<file path="config.mk">
export PLATFORM = sky130hd
export DESIGN_NAME = load_store_unit
export DESIGN_NICKNAME = d
export VERILOG_FILES = /design/src/rtl/load_store_unit.sv
export SDC_FILE = /design/constraint.sdc
export NUM_CORES = 1
export LEC_CHECK = 0
export CAP_MARGIN = 20
export CELL_PAD_IN_SITES_DETAIL_PLACEMENT = 1
export CELL_PAD_IN_SITES_GLOBAL_PLACEMENT = 2
export CORE_MARGIN = 10
export CORE_UTILIZATION = 28
export DETAILED_ROUTE_END_ITERATION = 10
export PLACE_DENSITY = 0.88
export SETUP_SLACK_MARGIN = 0.4
export SLEW_MARGIN = 5
export SYNTH_ARGS = -nofsm -noshare
export SYNTH_HDL_FRONTEND = slang
export SYNTH_SLANG_ARGS = --single-unit
</file>
<file path="constraint.sdc">
create_clock -name clk -period 5.95 [get_ports clk]
set_input_delay 1.19 -clock clk [delete_from_list [all_inputs] [get_ports clk]]
set_output_delay 1.19 -clock clk [all_outputs]
set_load 0.02 [all_outputs]
</file>
<file path="src/rtl/load_store_unit.sv">
// Memory stage: req/gnt/rvalid data-bus master with byte lanes and load extension.
// Define MISALIGN_TRAP_EN to trap misaligned half/word accesses instead of truncating.
module load_store_unit #(
  parameter int unsigned TIMEOUT_CYC = 255
) (
  input  logic        clk,
  input  logic        rst,
  input  logic        start,
  input  logic        mem_read,
  input  logic        mem_write,
  input  logic [2:0]  ld_sel,
  input  logic [1:0]  s_sel,
  input  logic [31:0] addr,
  input  logic [31:0] wdata,
  output logic        stall,
  output logic        ld_valid,
  output logic [31:0] ld_data,
  output logic        bus_err,
  output logic        misalign,
  output logic        dmem_req,
  output logic        dmem_we,
  output logic [31:0] dmem_addr,
  output logic [3:0]  dmem_be,
  output logic [31:0] dmem_wdata,
  input  logic        dmem_gnt,
  input  logic        dmem_rvalid,
  input  logic [31:0] dmem_rdata
);

  typedef enum logic [1:0] {IDLE, REQ, WAIT, RESP} state_t;

  localparam logic [7:0] TO_LAST = 8'(TIMEOUT_CYC - 1);

  state_t      state_q;
  logic [31:0] addr_q, wdata_q, ld_data_q;
  logic [2:0]  ld_sel_q;
  logic [1:0]  s_sel_q;
  logic        load_q;
  logic [7:0]  cnt_q;
  logic        ld_valid_q, bus_err_q, misalign_q;

  logic        go, is_ld, ill, mis, to_hit, in_req;
  logic [3:0]  be_d;
  logic [31:0] wd_d, ld_d, rd_sh;
  logic [15:0] half;

  assign go    = start & (mem_read | mem_write);
  assign is_ld = mem_read;
  assign ill   = is_ld ? (ld_sel > 3'd4) : (s_sel == 2'b11);

`ifdef MISALIGN_TRAP_EN
  assign mis = is_ld
    ? (((ld_sel == 3'b001) | (ld_sel == 3'b100)) & addr[0])
      | ((ld_sel == 3'b010) & (|addr[1:0]))
    : ((s_sel == 2'b01) & addr[0])
      | ((s_sel == 2'b10) & (|addr[1:0]));
`else
  assign mis = 1'b0;
`endif

  assign to_hit = (TIMEOUT_CYC != 0) && (cnt_q == TO_LAST);

  // Store lanes come from the captured instruction, stable through REQ
  always_comb begin
    be_d = 4'b1111;
    wd_d = wdata_q;
    if (!load_q) begin
      case (s_sel_q)
        2'b00: begin
          be_d = 4'b0001 << addr_q[1:0];
          wd_d = {4{wdata_q[7:0]}};
        end
        2'b01: begin
          be_d = addr_q[1] ? 4'b1100 : 4'b0011;
          wd_d = {2{wdata_q[15:0]}};
        end
        default: begin
          be_d = 4'b1111;
          wd_d = wdata_q;
        end
      endcase
    end
  end

  assign rd_sh = dmem_rdata >> {addr_q[1:0], 3'b000};
  assign half  = addr_q[1] ? dmem_rdata[31:16] : dmem_rdata[15:0];

  always_comb begin
    ld_d = dmem_rdata;
    case (ld_sel_q)
      3'b000:  ld_d = {{24{rd_sh[7]}}, rd_sh[7:0]};
      3'b001:  ld_d = {{16{half[15]}}, half};
      3'b011:  ld_d = {24'd0, rd_sh[7:0]};
      3'b100:  ld_d = {16'd0, half};
      default: ld_d = dmem_rdata;
    endcase
  end

  assign in_req     = (state_q == REQ);
  assign stall      = ((state_q == IDLE) & go) | in_req | (state_q == WAIT);
  assign dmem_req   = in_req;
  assign dmem_we    = in_req & ~load_q;
  assign dmem_addr  = {addr_q[31:2], 2'b00};
  assign dmem_be    = in_req ? be_d : 4'b0000;
  assign dmem_wdata = (in_req & ~load_q) ? wd_d : 32'd0;
  assign ld_valid   = ld_valid_q;
  assign ld_data    = ld_data_q;
  assign bus_err    = bus_err_q;
  assign misalign   = misalign_q;

  always_ff @(posedge clk or posedge rst) begin
    if (rst) begin
      state_q    <= IDLE;
      addr_q     <= '0;
      wdata_q    <= '0;
      ld_sel_q   <= '0;
      s_sel_q    <= '0;
      load_q     <= 1'b0;
      cnt_q      <= '0;
      ld_data_q  <= '0;
      ld_valid_q <= 1'b0;
      bus_err_q  <= 1'b0;
      misalign_q <= 1'b0;
    end else begin
      ld_valid_q <= 1'b0;
      bus_err_q  <= 1'b0;
      misalign_q <= 1'b0;
      unique case (state_q)
        IDLE: if (go) begin
          addr_q   <= addr;
          wdata_q  <= wdata;
          ld_sel_q <= ld_sel;
          s_sel_q  <= s_sel;
          load_q   <= is_ld;
          cnt_q    <= '0;
          if (ill) begin
            bus_err_q <= 1'b1;
            state_q   <= RESP;
          end else if (mis) begin
            misalign_q <= 1'b1;
            state_q    <= RESP;
          end else begin
            state_q <= REQ;
          end
        end
        REQ: begin
          cnt_q <= cnt_q + 8'd1;
          if (dmem_gnt) begin
            state_q <= load_q ? WAIT : RESP;
          end else if (to_hit) begin
            bus_err_q <= 1'b1;
            ld_data_q <= '0;
            state_q   <= RESP;
          end
        end
        WAIT: begin
          cnt_q <= cnt_q + 8'd1;
          if (dmem_rvalid) begin
            ld_data_q  <= ld_d;
            ld_valid_q <= 1'b1;
            state_q    <= RESP;
          end else if (to_hit) begin
            bus_err_q <= 1'b1;
            ld_data_q <= '0;
            state_q   <= RESP;
          end
        end
        RESP: state_q <= IDLE;
        default: state_q <= IDLE;
      endcase
    end
  end

endmodule

</file>
==> run_summary.xml, run 1 <==
<?xml version="1.0" encoding="UTF-8"?>
<metrics>
  <group name="status">
    <metric name="status" unit="">complete, no violations</metric>
  </group>
  <group name="setup_path">
    <metric name="crit_type" unit="">register to output port</metric>
    <metric name="critical_path.endpoint_type" unit="">output port</metric>
    <metric name="crit_slowest_cell" unit="">sky130_fd_sc_hd__nand2b_1</metric>
    <metric name="reg2reg_slack" unit="ns">3.42</metric>
    <metric name="worst_r2r_endpoint" unit="">state_q[0]</metric>
    <metric name="crit_chain" unit="">inv_1 -&gt; ha_1 -&gt; nand2b_1 -&gt; inv_2 -&gt; and2_1 -&gt; clkdlybuf4s50_1</metric>
    <metric name="worst_path_arrival" unit="ns">3.09</metric>
    <metric name="setup_crit_start_kind" unit="">register</metric>
    <metric name="timing.reg2reg.worst_path_depth" unit="">7</metric>
    <metric name="worst-endpoint-required" unit="ns">4.76</metric>
    <metric name="max_stage_delay" unit="ns">0.61</metric>
    <metric name="critical_path.max_fanout" unit="">25</metric>
    <metric name="crit-reg2reg-launch" unit="">state_q[1]</metric>
  </group>
  <group name="power_and_ir_drop">
    <metric name="total_switching_power" unit="mW">2.12</metric>
    <metric name="power-per-cell-area" unit="nW/µm²">560</metric>
    <metric name="sw_frac_of_total" unit="">0.426</metric>
    <metric name="p_int" unit="mW">2.86</metric>
    <metric name="clockPowerShare" unit="">0.214</metric>
    <metric name="share_of_total_power_in_combinational_logic" unit="">0.502</metric>
    <metric name="static-leakage-power" unit="nW">3.93</metric>
    <metric name="seq_power_share" unit="">0.284</metric>
    <metric name="irDropWorstVdd" unit="mV">0.217</metric>
  </group>
  <group name="timing">
    <metric name="final_min_period_over_clock_period" unit="">0.720</metric>
    <metric name="layout_skew" unit="ns">0.00992</metric>
    <metric name="final-max-slew-violation-count" unit="">0</metric>
    <metric name="rsz_0062_raised_after_global_routing" unit="">false</metric>
    <metric name="number_of_hold_slack_violations_in_the_final_timing_report" unit="">0</metric>
    <metric name="worst_pin_slew" unit="ns">1.06</metric>
    <metric name="time_the_final_worst_path_needs_with_i_o_delays_and_setup" unit="ns">4.28</metric>
    <metric name="max_freq" unit="GHz">0.234</metric>
    <metric name="finalHoldWorstSlack" unit="ns">0.473</metric>
    <metric name="worst_rel_slew_slack" unit="">0.290</metric>
    <metric name="finalSetupTns" unit="ns">0</metric>
    <metric name="setup_violations" unit="">0</metric>
  </group>
  <group name="die">
    <metric name="die_area" unit="µm²">28400</metric>
    <metric name="initial_core_util" unit="">0.283</metric>
    <metric name="number_of_top_level_pins" unit="">214</metric>
    <metric name="fp.coreArea" unit="µm²">21800</metric>
    <metric name="fp.dieH" unit="µm">168</metric>
    <metric name="placementRows" unit="">54</metric>
    <metric name="fp.dieW" unit="µm">168</metric>
  </group>
  <group name="route">
    <metric name="viasPerCell" unit="">4.89</metric>
    <metric name="detail-route-antenna-nets" unit="">0</metric>
    <metric name="drtPass1Iterations" unit="">4</metric>
    <metric name="vias" unit="">5700</metric>
    <metric name="wire_per_inst" unit="µm">19.8</metric>
    <metric name="detail_route.wirelength" unit="mm">23.0</metric>
    <metric name="post-route-drc-count" unit="">0</metric>
    <metric name="drtIter0Drc" unit="">342</metric>
  </group>
  <group name="yosys">
    <metric name="synthFlopType" unit="">sky130_fd_sc_hd__dfrtp_1</metric>
    <metric name="synth_cell_type_count" unit="">54</metric>
    <metric name="synth_area" unit="µm²">6160</metric>
    <metric name="synth_sequential_area_ratio" unit="">0.463</metric>
    <metric name="yosys_register_bits" unit="">114</metric>
    <metric name="synth_largest_type_area_fraction" unit="">0.463</metric>
    <metric name="ys_async_sr_fraction" unit="">1.00</metric>
    <metric name="ys_top_cells_by_area" unit="">sky130_fd_sc_hd__dfrtp_1, sky130_fd_sc_hd__nand2_1, sky130_fd_sc_hd__buf_4, sky130_fd_sc_hd__mux2i_1, sky130_fd_sc_hd__a221o_1</metric>
    <metric name="synth_enable_flop_cells" unit="">0</metric>
    <metric name="average_instance_area_after_synthesis" unit="µm²">8.72</metric>
    <metric name="synth_cells" unit="">707</metric>
    <metric name="synth_top_area_cell" unit="">sky130_fd_sc_hd__dfrtp_1</metric>
    <metric name="synth_warnings" unit="">0</metric>
  </group>
  <group name="run">
    <metric name="cap_violations" unit="">0</metric>
  </group>
  <group name="grt">
    <metric name="global_route_total_usage_across_every_layer" unit="">0.162</metric>
    <metric name="antenna_found_initial" unit="">3</metric>
    <metric name="global_route_wire_length_before_repair" unit="mm">36.7</metric>
    <metric name="gr-total-overflow" unit="">0</metric>
    <metric name="grt_start_max_net_pins" unit="">61</metric>
    <metric name="number_of_global_route_vias_before_repair" unit="">6204</metric>
  </group>
  <group name="clocking">
    <metric name="cts_hold_repair.buffers" unit="">0</metric>
    <metric name="worst_setup_hold_path_clk_slew" unit="ns">0.07</metric>
    <metric name="resized_after_cts" unit="">0</metric>
    <metric name="cts-htree-levels" unit="">4</metric>
    <metric name="cts_root_buffer" unit="">sky130_fd_sc_hd__clkbuf_16</metric>
    <metric name="cts_sinks" unit="">114</metric>
    <metric name="cts_buffer_depth" unit="">2</metric>
    <metric name="cts_tree" unit="">yes</metric>
    <metric name="post-cts-setup-buffers" unit="">0</metric>
    <metric name="worst_skew_pair.late_latency" unit="ns">0.42</metric>
    <metric name="tritoncts.num_buffers" unit="">17</metric>
  </group>
  <group name="worst_hold_path">
    <metric name="hold_path_class" unit="">register to register</metric>
    <metric name="worstHoldPathCells" unit="">2</metric>
    <metric name="min_from" unit="">addr_q[16]</metric>
    <metric name="whs_endpoint" unit="">addr_q[16]</metric>
  </group>
  <group name="placement">
    <metric name="portBuffers" unit="">210</metric>
    <metric name="place_congestion" unit="">0.815</metric>
    <metric name="detailedPlacementHpwl" unit="mm">16.7</metric>
  </group>
  <group name="cells_and_area">
    <metric name="area_growth_syn_to_layout" unit="%">44.2</metric>
    <metric name="share_of_final_layout_standard_cells_stronger_than_drive_strength_1" unit="">0.0678</metric>
    <metric name="num-nets-final" unit="">987</metric>
    <metric name="mostFrequentLayoutCells" unit="">sky130_fd_sc_hd__nand2_1, sky130_fd_sc_hd__clkdlybuf4s50_1, sky130_fd_sc_hd__dfrtp_1</metric>
    <metric name="layout_commonest_cell" unit="">sky130_fd_sc_hd__nand2_1</metric>
  </group>
</metrics>
[worst max path at each step]
stage          startpoint            end  slack [ns]  cells after the start
6_report       state_q[1]  dmem_wdata[5]        1.67                      6
5_1_grt        state_q[1]  dmem_wdata[5]        1.44                      6
4_1_cts        state_q[1]  dmem_wdata[5]        1.61                      6
3_5_place_dp   state_q[1]  dmem_wdata[5]        2.09                      6
3_3_place_gp   state_q[1]  dmem_wdata[0]        2.19                      6
2_1_floorplan         rst      addr_q[0]        1.74                      1
[Yosys cell counts, drive strengths merged (9+ instances only)]
| cell type | instances |
|---|---|
| nand2 | 217 |
| inv | 19 |
| a221o | 24 |
| o21ai | 35 |
| dfrtp | 114 |
| a31oi | 15 |
| mux2i | 27 |
| o2bb2ai | 9 |
| clkbuf | 27 |
| nor2 | 41 |
| and2 | 9 |
| buf | 51 |
| a21oi | 39 |
[power groups by stage]
stage	Clock (mW)	Combinational [mW]	Sequential, mW
finish	1.06	2.50	1.41
global route	1.14	2.75	1.47
CTS	1.09	2.54	1.42
detailed placement	0	2.53	1.43
global placement	0	2.49	1.41
floorplan	0	1.60	1.42
[cell families after synthesis]
logic type | count (synthesis) | share of synthesized area
xor+xnor | 4 | 0.00568
mux | 35 | 0.0629
buf+inv | 98 | 0.0842
simple gates | 291 | 0.194
flops | 114 | 0.463
fa+ha+maj | 7 | 0.0142
compound gates | 157 | 0.176
other cells | 1 | 0.000608
[stage by stage]
step	worst slack, ns	instances	cell area, µm²	power, mW	util
after floorplan	1.74	709	6170	3.02	-
after global placement	2.19	1132	8270	3.90	0.380
after detailed placement	2.09	1132	8270	3.95	0.380
after CTS	1.61	1164	8880	5.05	0.408
after global routing	1.44	1165	8890	5.36	0.409
final	1.67	1166	8890	4.98	0.409
[routing by layer]
layer,vias to the layer above,track usage,routed length [µm]
li1,2710,-,-
met3,15,0.0759,2380
met5,-,0,27
met4,4,0.0344,178
met1,2770,0.204,10200
met2,201,0.247,10300
[sequential cells by signal, summed over array words and instances (netlist names)]
register  count
bus_err       1
s_sel_q       2
cnt_q         8
addr_q       32
state_q       2
ld_sel_q      3
load_q        1
wdata_q      32
ld_data      32
ld_valid      1
[critical path: cells and delay by family, from the launching register on]
family                   cells  cell delay [ns]
adder cells (fa/ha/maj)      1             0.32
flip-flops                   1             0.41
AND/OR/NAND/NOR              2             0.80
buffers and inverters        3             1.16
[layout make-up]
type | instances | area, µm²
Fill cell | 2527 | 12900
Sequential cell | 114 | 2850
Multi-Input combinational cell | 497 | 2810
Timing Repair Buffer | 222 | 2190
Clock buffer | 17 | 425
Tap cell | 280 | 350
Clock inverter | 15 | 183
Inverter | 20 | 77.6
Antenna cell | 1 | 2.50
Note: power is estimated with default switching activity, not from simulation.
==> inputs of run 2 (changes only) <==
Settings changed: CORE_UTILIZATION 28 to 26, PLACE_DENSITY 0.88 to 0.82.
Clock period 5.95 ns to 4.3 ns, I/O delays scaled along.
==> run_summary.xml, run 2 (synthesis gave the netlist of run 1 again) <==
<?xml version="1.0" encoding="UTF-8"?>
<metrics>
  <group name="timing">
    <metric name="worst_pin_slew" unit="ns">1.01</metric>
    <metric name="time_the_final_worst_path_needs_with_i_o_delays_and_setup" unit="ns">3.46</metric>
    <metric name="finalSetupTns" unit="ns">0</metric>
    <metric name="final_min_period_over_clock_period" unit="">0.805</metric>
    <metric name="layout_skew" unit="ns">0.00755</metric>
    <metric name="setup_violations" unit="">0</metric>
    <metric name="finalHoldWorstSlack" unit="ns">0.471</metric>
    <metric name="final-max-slew-violation-count" unit="">0</metric>
    <metric name="rsz_0062_raised_after_global_routing" unit="">false</metric>
    <metric name="worst_rel_slew_slack" unit="">0.327</metric>
    <metric name="max_freq" unit="GHz">0.289</metric>
    <metric name="postLayoutSetupSlackWorst" unit="ns">0.840</metric>
    <metric name="number_of_hold_slack_violations_in_the_final_timing_report" unit="">0</metric>
  </group>
  <group name="route">
    <metric name="detail-route-antenna-nets" unit="">0</metric>
    <metric name="drtIter0Drc" unit="">275</metric>
    <metric name="vias" unit="">5717</metric>
    <metric name="post-route-drc-count" unit="">0</metric>
    <metric name="viasPerCell" unit="">4.73</metric>
    <metric name="wire_per_inst" unit="µm">19.3</metric>
    <metric name="drtPass1Iterations" unit="">5</metric>
    <metric name="detail_route.wirelength" unit="mm">23.3</metric>
  </group>
  <group name="placement">
    <metric name="place_congestion" unit="">0.853</metric>
    <metric name="detailedPlacementHpwl" unit="mm">16.8</metric>
    <metric name="portBuffers" unit="">210</metric>
    <metric name="postPlaceCellArea" unit="µm²">8340</metric>
    <metric name="pre_cts_ws" unit="ns">1.06</metric>
  </group>
  <group name="clocking">
    <metric name="cts_sinks" unit="">114</metric>
    <metric name="post-cts-setup-buffers" unit="">0</metric>
    <metric name="resized_after_cts" unit="">0</metric>
    <metric name="cts_root_buffer" unit="">sky130_fd_sc_hd__clkbuf_16</metric>
    <metric name="worst_setup_hold_path_clk_slew" unit="ns">0.06</metric>
    <metric name="cts_hold_repair.buffers" unit="">0</metric>
    <metric name="cts_buffer_depth" unit="">2</metric>
    <metric name="worst_skew_pair.late_latency" unit="ns">0.43</metric>
    <metric name="cts_tree" unit="">yes</metric>
    <metric name="tritoncts.num_buffers" unit="">17</metric>
    <metric name="cts-htree-levels" unit="">4</metric>
  </group>
  <group name="die">
    <metric name="fp.dieW" unit="µm">174</metric>
    <metric name="die_area" unit="µm²">30300</metric>
    <metric name="number_of_top_level_pins" unit="">214</metric>
    <metric name="placementRows" unit="">56</metric>
    <metric name="initial_core_util" unit="">0.263</metric>
    <metric name="fp.dieH" unit="µm">174</metric>
    <metric name="fp.coreArea" unit="µm²">23400</metric>
  </group>
  <group name="worst_hold_path">
    <metric name="hold_path_class" unit="">register to register</metric>
  </group>
  <group name="grt">
    <metric name="busiest_metal_layer_after_global_routing" unit="">met2</metric>
    <metric name="gr-total-overflow" unit="">0</metric>
    <metric name="grtUsageMet3" unit="">0.0700</metric>
    <metric name="global_route.usage.met1" unit="">0.185</metric>
    <metric name="antenna_found_initial" unit="">1</metric>
    <metric name="number_of_global_route_vias_before_repair" unit="">6351</metric>
    <metric name="grt_use_met2" unit="">0.248</metric>
    <metric name="global_route_total_usage_across_every_layer" unit="">0.155</metric>
    <metric name="grt_start_max_net_pins" unit="">75</metric>
    <metric name="global_route_wire_length_before_repair" unit="mm">37.4</metric>
  </group>
  <group name="setup_path">
    <metric name="setup_crit_start_kind" unit="">register</metric>
    <metric name="critical_path.endpoint_type" unit="">output port</metric>
    <metric name="critical_path.max_fanout" unit="">25</metric>
    <metric name="worst-endpoint-required" unit="ns">3.44</metric>
    <metric name="worst_path_arrival" unit="ns">2.60</metric>
    <metric name="crit_type" unit="">register to output port</metric>
  </group>
  <group name="cells_and_area">
    <metric name="utilization" unit="">0.381</metric>
    <metric name="area_growth_syn_to_layout" unit="%">44.7</metric>
    <metric name="design_area" unit="µm²">8920</metric>
    <metric name="layout_commonest_cell" unit="">sky130_fd_sc_hd__nand2_1</metric>
    <metric name="num-nets-final" unit="">987</metric>
    <metric name="share_of_final_layout_standard_cells_stronger_than_drive_strength_1" unit="">0.0678</metric>
    <metric name="mostFrequentLayoutCells" unit="">sky130_fd_sc_hd__nand2_1, sky130_fd_sc_hd__clkdlybuf4s50_1, sky130_fd_sc_hd__dfrtp_1</metric>
  </group>
  <group name="run">
    <metric name="cap_violations" unit="">0</metric>
  </group>
  <group name="status">
    <metric name="status" unit="">complete, no violations</metric>
  </group>
  <group name="power_and_ir_drop">
    <metric name="static-leakage-power" unit="nW">3.92</metric>
    <metric name="power-per-cell-area" unit="nW/µm²">761</metric>
    <metric name="irDropWorstVdd" unit="mV">0.227</metric>
  </group>
</metrics>
-- run 2: cell types whose count changed in the layout (fill, tap and decap cells not counted), sizes merged --
cell and delta:
diode +3, clkbuf +1, bufinv -2, clkinv +1
-- run 2: layer usage --
metal	vias up	share of wire
met1	2776	0.43
met3	16	0.093
li1	2731	-
met5	-	0
met2	194	0.46
met4	0	0.010
-- run 2: report_power, final --
part | internal, mW | switching (mW)
combinational | 1.49 | 1.98
sequential | 1.55 | 0.379
clock | 0.814 | 0.571
total | 3.86 | 2.93
-- run 2: final cells by class --
class                   count  area (µm²)
clock buffers              18         439
inverters                  20        77.6
flip-flops and latches    114        2850
diodes                      4        10.0
repair buffers            222        2200
multi-input cells         497        2810
fillers                  2749       14500
well taps                 319         399
clock inverters            14         131
-- run 2: path summary, 6_finish.rpt --
path                                 end        from  cells past startpoint  slack, ns
max                        dmem_wdata[6]  state_q[1]                      7       0.84
min                            addr_q[5]   addr_q[5]                      2       0.47
max reg2reg                    addr_q[0]  state_q[0]                      8       1.88
min reg2reg                    addr_q[5]   addr_q[5]                      2       0.47
max in group asynchronous    ld_data[16]         rst                      3       2.54
min in group asynchronous     addr_q[13]         rst                      2       0.89
-- run 2: per-stage QoR --
stage | total power [mW] | instances
global route | 7.32 | 1204
detailed placement | 5.47 | 1172
floorplan | 4.17 | 709
finish | 6.78 | 1208
CTS | 6.90 | 1204
global placement | 5.40 | 1172
-- run 2: worst max-delay path: stages (launching register included) --
cell and delay (ns):
sky130_fd_sc_hd__dfrtp_1 0.40, sky130_fd_sc_hd__inv_1 0.14, sky130_fd_sc_hd__ha_1 0.33, sky130_fd_sc_hd__nand2b_1 0.09, sky130_fd_sc_hd__buf_4 0.23, sky130_fd_sc_hd__inv_2 0.19
sky130_fd_sc_hd__and2_1 0.15, sky130_fd_sc_hd__clkdlybuf4s50_1 0.63
